File: config.mk
export PLATFORM = sky130hd
export DESIGN_NAME = cp0_unit_flat
export DESIGN_NICKNAME = d
export VERILOG_FILES = /design/src/rtl/cp0_unit_if.sv /design/src/rtl/cp0_unit.sv /design/src/flat_wrapper.sv
export SDC_FILE = /design/constraint.sdc
export NUM_CORES = 1
export LEC_CHECK = 0
export ABC_AREA = 1
export BUFFER_PORTS_ARGS = -buffer_cell sky130_fd_sc_hd__buf_2
export CELL_PAD_IN_SITES_DETAIL_PLACEMENT = 2
export CELL_PAD_IN_SITES_GLOBAL_PLACEMENT = 2
export CORE_ASPECT_RATIO = 1.25
export CORE_MARGIN = 2
export CORE_UTILIZATION = 24
export CTS_BUF_LIST = sky130_fd_sc_hd__clkbuf_16
export DETAILED_ROUTE_END_ITERATION = 10
export PLACE_DENSITY = 0.84
export SLEW_MARGIN = 40
export SYNTH_ARGS = -nofsm -noshare
export SYNTH_HDL_FRONTEND = slang
export SYNTH_SLANG_ARGS = --single-unit
File: constraint.sdc
create_clock -name clk -period 1.4 [get_ports clk]
set_input_delay 0 -clock clk [delete_from_list [all_inputs] [get_ports clk]]
set_output_delay 0 -clock clk [all_outputs]
set_load 0.1 [all_outputs]
File: src/rtl/cp0_unit_if.sv
// CP0 <-> pipeline M-stage bundle: exception inputs, mtc0/mfc0 access,
// and the flush/redirect outputs back to the pipeline.
interface cp0_unit_if;
    logic [31:0] M_pc;
    logic        M_is_delay;
    logic [4:0]  M_ExcCode;
    logic [5:0]  HWInt;
    logic        CP0_we;
    logic [4:0]  CP0_addr;
    logic [31:0] CP0_Wdata;
    logic        M_eret;
    logic [31:0] CP0_Rdata;
    logic [31:0] EPC_out;
    logic        M_REQ;
    logic [31:0] handler_pc;

    modport master (
        output M_pc, M_is_delay, M_ExcCode, HWInt,
        output CP0_we, CP0_addr, CP0_Wdata, M_eret,
        input  CP0_Rdata, EPC_out, M_REQ, handler_pc
    );

    modport slave (
        input  M_pc, M_is_delay, M_ExcCode, HWInt,
        input  CP0_we, CP0_addr, CP0_Wdata, M_eret,
        output CP0_Rdata, EPC_out, M_REQ, handler_pc
    );
endinterface

File: src/rtl/cp0_unit.sv
// Coprocessor 0: SR/Cause/EPC, interrupt and exception entry at the M stage,
// eret handling and mfc0/mtc0 access.
module cp0_unit #(
    parameter logic [31:0] HANDLER_ADDR = 32'h0000_4180
) (
    input  logic      clk,
    input  logic      rst,
    cp0_unit_if.slave bus
);

    localparam logic [4:0] ADDR_SR    = 5'd12;
    localparam logic [4:0] ADDR_CAUSE = 5'd13;
    localparam logic [4:0] ADDR_EPC   = 5'd14;

    logic [5:0]  im;
    logic        exl;
    logic        ie;
    logic        bd;
    logic [5:0]  ip;
    logic [4:0]  exc_code;
    logic [31:0] epc;
    logic [31:0] macro_pc;
    logic        macro_bd;

    logic        int_req;
    logic        exc_req;
    logic        req;
    logic        wr_en;
    logic        m_valid;
    logic [31:0] epc_trap;
    logic [31:0] sr_word;
    logic [31:0] cause_word;

    assign m_valid = bus.M_pc != 32'd0;

    always_comb begin
        int_req = (|(bus.HWInt & im)) & ie & ~exl;
        exc_req = (bus.M_ExcCode != 5'd0) & ~exl;
        req     = rst & (int_req | exc_req);
        wr_en   = bus.CP0_we & ~req;
        // A bubble has no PC of its own, so resume after the last real one.
        if (m_valid) begin
            if (bus.M_is_delay)
                epc_trap = (bus.M_pc - 32'd4) & ~32'd3;
            else
                epc_trap = bus.M_pc & ~32'd3;
        end else begin
            if (macro_bd)
                epc_trap = macro_pc;
            else
                epc_trap = macro_pc + 32'd4;
        end
    end

    assign sr_word    = {16'd0, im, 8'd0, exl, ie};
    assign cause_word = {bd, 15'd0, ip, 3'd0, exc_code, 2'd0};

    always_comb begin
        bus.CP0_Rdata = 32'd0;
        unique case (1'b1)
            bus.CP0_addr == ADDR_SR:    bus.CP0_Rdata = sr_word;
            bus.CP0_addr == ADDR_CAUSE: bus.CP0_Rdata = cause_word;
            bus.CP0_addr == ADDR_EPC:   bus.CP0_Rdata = epc;
            default:                    bus.CP0_Rdata = 32'd0;
        endcase
    end

    assign bus.M_REQ      = req;
    assign bus.EPC_out    = epc;
    assign bus.handler_pc = HANDLER_ADDR;

    always_ff @(posedge clk) begin
        if (!rst) begin
            im       <= 6'd0;
            exl      <= 1'b0;
            ie       <= 1'b0;
            bd       <= 1'b0;
            ip       <= 6'd0;
            exc_code <= 5'd0;
            epc      <= 32'd0;
            macro_pc <= 32'd0;
            macro_bd <= 1'b0;
        end else begin
            ip <= bus.HWInt;
            if (m_valid) begin
                macro_pc <= bus.M_pc;
                macro_bd <= bus.M_is_delay;
            end
            if (req) begin
                exl      <= 1'b1;
                bd       <= m_valid & bus.M_is_delay;
                exc_code <= int_req ? 5'd0 : bus.M_ExcCode;
                epc      <= epc_trap;
            end else begin
                if (wr_en && bus.CP0_addr == ADDR_SR) begin
                    im  <= bus.CP0_Wdata[15:10];
                    exl <= bus.CP0_Wdata[1];
                    ie  <= bus.CP0_Wdata[0];
                end
                if (wr_en && bus.CP0_addr == ADDR_EPC)
                    epc <= bus.CP0_Wdata & ~32'd3;
                // eret wins over an SR write in the same cycle.
                if (bus.M_eret)
                    exl <= 1'b0;
            end
        end
    end

endmodule

File: src/flat_wrapper.sv
// flat-port wrapper written by rule: the top's interface ports become plain ports
module cp0_unit_flat 
#(
    parameter logic [31:0] HANDLER_ADDR = 32'h0000_4180
)
  (clk, rst, bus_M_pc, bus_M_is_delay, bus_M_ExcCode, bus_HWInt, bus_CP0_we, bus_CP0_addr, bus_CP0_Wdata, bus_M_eret, bus_CP0_Rdata, bus_EPC_out, bus_M_REQ, bus_handler_pc);
  cp0_unit_if bus_i ();
  input  logic clk;
  input  logic rst;
  input wire logic [$bits(bus_i.M_pc)-1:0] bus_M_pc;
  input wire logic [$bits(bus_i.M_is_delay)-1:0] bus_M_is_delay;
  input wire logic [$bits(bus_i.M_ExcCode)-1:0] bus_M_ExcCode;
  input wire logic [$bits(bus_i.HWInt)-1:0] bus_HWInt;
  input wire logic [$bits(bus_i.CP0_we)-1:0] bus_CP0_we;
  input wire logic [$bits(bus_i.CP0_addr)-1:0] bus_CP0_addr;
  input wire logic [$bits(bus_i.CP0_Wdata)-1:0] bus_CP0_Wdata;
  input wire logic [$bits(bus_i.M_eret)-1:0] bus_M_eret;
  output wire logic [$bits(bus_i.CP0_Rdata)-1:0] bus_CP0_Rdata;
  output wire logic [$bits(bus_i.EPC_out)-1:0] bus_EPC_out;
  output wire logic [$bits(bus_i.M_REQ)-1:0] bus_M_REQ;
  output wire logic [$bits(bus_i.handler_pc)-1:0] bus_handler_pc;
  assign bus_i.M_pc = bus_M_pc;
  assign bus_i.M_is_delay = bus_M_is_delay;
  assign bus_i.M_ExcCode = bus_M_ExcCode;
  assign bus_i.HWInt = bus_HWInt;
  assign bus_i.CP0_we = bus_CP0_we;
  assign bus_i.CP0_addr = bus_CP0_addr;
  assign bus_i.CP0_Wdata = bus_CP0_Wdata;
  assign bus_i.M_eret = bus_M_eret;
  assign bus_CP0_Rdata = bus_i.CP0_Rdata;
  assign bus_EPC_out = bus_i.EPC_out;
  assign bus_M_REQ = bus_i.M_REQ;
  assign bus_handler_pc = bus_i.handler_pc;
  cp0_unit #(.HANDLER_ADDR(HANDLER_ADDR)) u_core (.clk(clk), .rst(rst), .bus(bus_i));
endmodule
* Word-level counts from Yosys, hierarchy flattened
Cells that the tools add are included.
Word-level totals: output and inout bits 97, bits of input ports 85, register bits 85, word-level logic and storage cells 42
Operators by class: equal/unequal tests 3, reduce and logical (&&, ||, !) cells 8, $add $sub $neg 2, mux-type cells 10, bitwise gates (word level) 10
Operators with widths (count):
- two-way mux 32 bit | 5
- case mux 32 bit (3 select lines) | 1
- adder 32 x 3 -> 32 bit (second input constant) | 1
- nonzero test 32 bit | 1
- subtractor 32 x 3 -> 32 bit (second input constant) | 1
- == test 5 x 4 -> 1 bit (second input constant) | 3
- bitwise AND 1 bit | 6
- bitwise AND 6 bit | 1
- OR reduction 6 bit | 1
- two-way mux 5 bit | 1
- nonzero test 5 bit | 1
- two-way mux 1 bit | 3
- nonzero test 3 bit | 1
- logical AND 1 bit | 2
- inverter 1 bit | 2
- AND reduction 2 bit | 1
- nonzero test 2 bit | 1
- OR 1 bit | 1

* Depth between registers and ports, before layout
depth after elaboration 12, gate-level depth with buffers 13, gate-level depth less buffers 13

* Worst setup path after synthesis
OpenSTA, ideal clock, no wires.
path kind register -> output, from register u_core.epc[11], in the netlist u_core.bus.EPC_out[11], to output port bus_CP0_Rdata[11], path slack -1.270 ns, data arrival time 2.670 ns, buffers on the path 0, stages on the path, launching flop included 3, cell sequence dfxtp_1 inv_1 o221ai_1
On the way: word-level cells in the longest chain between the ends 1
RTL lines:
- start, declared | RTL line cp0_unit.sv:21 | logic [31:0] epc;
- start signal, assigned | RTL line cp0_unit.sv:93 | epc <= epc_trap;
- start signal, assigned | RTL line cp0_unit.sv:101 | epc <= bus.CP0_Wdata & ~32'd3;
- case mux 32 bit (3 select lines) | RTL line cp0_unit.sv:60 | unique case (1'b1)
- end, declared | RTL line flat_wrapper.sv:18 | output wire logic [$bits(bus_i.CP0_Rdata)-1:0] bus_CP0_Rdata;
No other way between the ends.

* Worst setup path in the final report
from register u_core.macro_pc[18], to register u_core.epc[28], in the netlist u_core.bus.EPC_out[28]
On the way: word-level cells in the longest chain between the ends 4
RTL lines:
- start, declared | RTL line cp0_unit.sv:22 | logic [31:0] macro_pc;
- start signal, assigned | RTL line cp0_unit.sv:86 | macro_pc <= bus.M_pc;
- adder 32 x 3 -> 32 bit | RTL line cp0_unit.sv:51 | epc_trap = macro_pc + 32'd4;
- two-way mux 32 bit | RTL line cp0_unit.sv:48 | if (macro_bd)
- two-way mux 32 bit | RTL line cp0_unit.sv:42 | if (m_valid) begin
- two-way mux 32 bit | RTL line cp0_unit.sv:89 | if (req) begin
No other way between the ends. A chain may end at the register's enable or synchronous reset.

==> flow_summary.yaml <==
outcome:
  status: "finished, violations left"
  violations: "negative setup slack"
sta:
  tightest_slew_ps: 581
  setup_viol: 64
  relSlewSlack_pct: 60.9
  setup_ws_ps: -901
  fin_skew_ps: 12.3
  max_freq_ghz: 0.435
  slew_violations: 0
  rsz0062_at_grt: "true"
  final_min_period_over_clock_period_pct: 164
  tns_ps: -25630
  hold_viol_final: 0
  finalCriticalPeriod_ps: 2300
cells_and_area:
  nets: 1438
  drive_gt1_share_pct: 56.8
  area_growth_pct: 98.7
  fin_util_pct: 48.2
placement:
  dp_slack_ps: -558
  place.gp.congestion: 0.902
  io_buffers: 149
  dp_hpwl_um: 27900
routing:
  vias: 9859
  drtIter0Drc: 935
  routed_wl_um: 61400
  drtPass1Iterations: 6
  post-route-drc-count: 0
  ant_nets: 0
  post_drt_wl_per_cell_um: 36.4
  vias_per_cell: 5.84
worst_setup_path:
  critPathSlowestCell: "dfxtp_1"
  critPathKind: "reg2reg"
  path_max_fanout: 4
  cpMostUsedCell: "nand3_2"
  slowest_delay_ps: 530
  arrival_ps: 2550
  required_ps: 1640
  worstSetupStartpointType: "register"
  crit_chain: "nand2_1 -> buf_4 -> nor2_1 -> nand3_2 -> nand2_2 -> nand3_2 -> nand3_2 -> nand2_2 -> a21oi_2"
  endpoint_kind: "register"
yosys:
  synth_cell_types: 45
  synth_flop_cell: "dfxtp_1"
  synth_top_area_cell: "dfxtp_1"
  yosys_register_bits: 85
  syn_area_per_cell_um2: 6.26
  yosys_warnings: 0
  synth-edff-count: 0
  async_flop_share_pct: 0
  netlist_area_um2: 5910
  yosysSeqAreaShare_pct: 28.8
  synthTopCellsByArea: "dfxtp_1, nand2_1, nand3_1, nor2_1, a21oi_1"
  synth.top_cell.area_share_pct: 28.8
  synth_most_common_cell: "nand2_1"
  synthTopCellsByCount: "nand2_1, nor2_1, nand3_1, inv_1, dfxtp_1"
  synth_cells: 944
power:
  sw_frac_of_total_pct: 44.7
  p_leak_nw: 5.06
  ir_drop_mv: 1.15
  p_sw_w: 0.00427
  pwr-share-seq_pct: 30.2
  power.share.clock_pct: 30.3
  power_density_nw_per_um2: 814
  p_comb_share_pct: 39.6
  intPower_w: 0.00528
global_routing:
  grt_pass1_vias: 10400
  grt_antenna_before_repair: 4
  track_usage_pct: 38.2
  grt_max_degree: 44
  grt_pass1_wl_um: 71200
  gr-total-overflow: 0
die:
  start_util_pct: 24.3
  pin_count: 182
  fp.dieW_um: 144
  die_area_um2: 25900
  rows: 64
  die_y_um: 179
  core_area_um2: 24300
clock_network:
  htree_levels: 3
  clockBufferDepth: 2
  cts_buffers: 9
  ctsRootBufferMaster: "clkbuf_16"
  cts_num_sinks: 85
  clkTransAtPathRegs_ps: 80
  cts_tree: "yes"
  worstSkewPairLatency_ps: 400
flow_run:
  drv_cap: 0
worst_hold_path:
  holdCritPathClass: "in2reg"
==> logic make-up after synthesis <==
family                   count (synthesis)  share of synthesized area, %
AO/OA/AOI/OAI                          169                          15.1
XOR/XNOR                                29                          4.30
adder cells (fa/ha/maj)                  3                         0.636
buffers and inverters                  168                          13.9
flip-flops                              85                          28.8
other                                    2                         0.127
AND/OR/NAND/NOR                        488                          37.1
==> layer usage <==
metal | GRT usage [%] | vias to the layer above | part of all wire (%)
li1 | - | 3809 | -
met1 | 39.0 | 4908 | 35
met2 | 67.7 | 786 | 46
met3 | 8.88 | 354 | 9.8
met4 | 28.0 | 2 | 9.1
met5 | 0 | - | 0.021
==> cell usage in the layout, fill, tap and decap left out, types with 29 or more instances in the layout <==
cell and count:
a21oi_1 38, a21oi_2 39, buf_12 50, buf_2 116
buf_4 205, conb_1 32, dfxtp_1 29, dfxtp_2 48
dlygate4sd3_1 32, inv_1 80, nand2_1 155, nand2_2 41
nand3_1 57, nand3_2 30, nor2_1 62, nor2_2 30
nor2_4 41
==> repair_timing <==
item,4_1_cts,5_1_grt
pin swaps,62,47
endpoints found under the setup margin,49,97
gates resized for setup,266,138
hold endpoints to repair,31,1
hold buffers,31,1
cloned,4,3
setup buffers,29,22
==> stage by stage <==
stage | total power [W] | instances | area (um2) | hold slack [ps]
2_1_floorplan | 0.00451 | 974 | 6340 | 93.5
3_3_place_gp | 0.00526 | 1581 | 9090 | 196
3_5_place_dp | 0.00540 | 1581 | 9090 | 205
4_1_cts | 0.00867 | 1661 | 10900 | 0.872
5_1_grt | 0.00966 | 1685 | 11700 | 7.18
6_report | 0.00955 | 1687 | 11700 | 13.8
==> power by group through the flow <==
stage	registers [W]	logic [W]	clock network [W]
5_1_grt	0.00288	0.00382	0.00297
3_3_place_gp	0.00278	0.00248	0
6_report	0.00288	0.00378	0.00289
2_1_floorplan	0.00336	0.00115	0
4_1_cts	0.00278	0.00315	0.00274
3_5_place_dp	0.00281	0.00259	0
==> sequential cells by signal (all words and copies together) (netlist names) <==
register	cells
u_core.bus.EPC_out	32
u_core.ie	1
u_core.macro_bd	1
u_core.im	6
u_core.ip	6
u_core.bd	1
u_core.exc_code	5
u_core.macro_pc	32
u_core.exl	1
==> final timing paths <==
check,slack (ps),startpoint,to,depth (start not counted)
setup / recovery,-900,u_core.macro_pc[18]$_SDFFE_PN0N_,u_core.bus.EPC_out[28]$_SDFFE_PN0P_,9
setup reg to reg,-900,u_core.macro_pc[18]$_SDFFE_PN0N_,u_core.bus.EPC_out[28]$_SDFFE_PN0P_,9
hold / removal,10,bus_M_ExcCode[4],u_core.exc_code[4]$_SDFFE_PN0N_,4
hold reg to reg,520,u_core.exc_code[0]$_SDFFE_PN0N_,u_core.exc_code[0]$_SDFFE_PN0N_,2
==> area by class of cell <==
type / count / area, um2
Clock inverter: 7 / 90.1
Antenna cell: 2 / 5.00
Clock buffer: 9 / 225
Timing Repair Buffer: 431 / 3850
Fill cell: 2722 / 12600
Tap cell: 330 / 413
Sequential cell: 85 / 1790
Multi-Input combinational cell: 722 / 4940
Inverter: 101 / 418
==> critical path: cells and delay by family, from the launching register on <==
kind	cells	cell delay [ps]
flops	1	530
simple gates	7	1030
buf+inv	1	170
compound gates	1	410
Power figures use the tool's default switching activity.
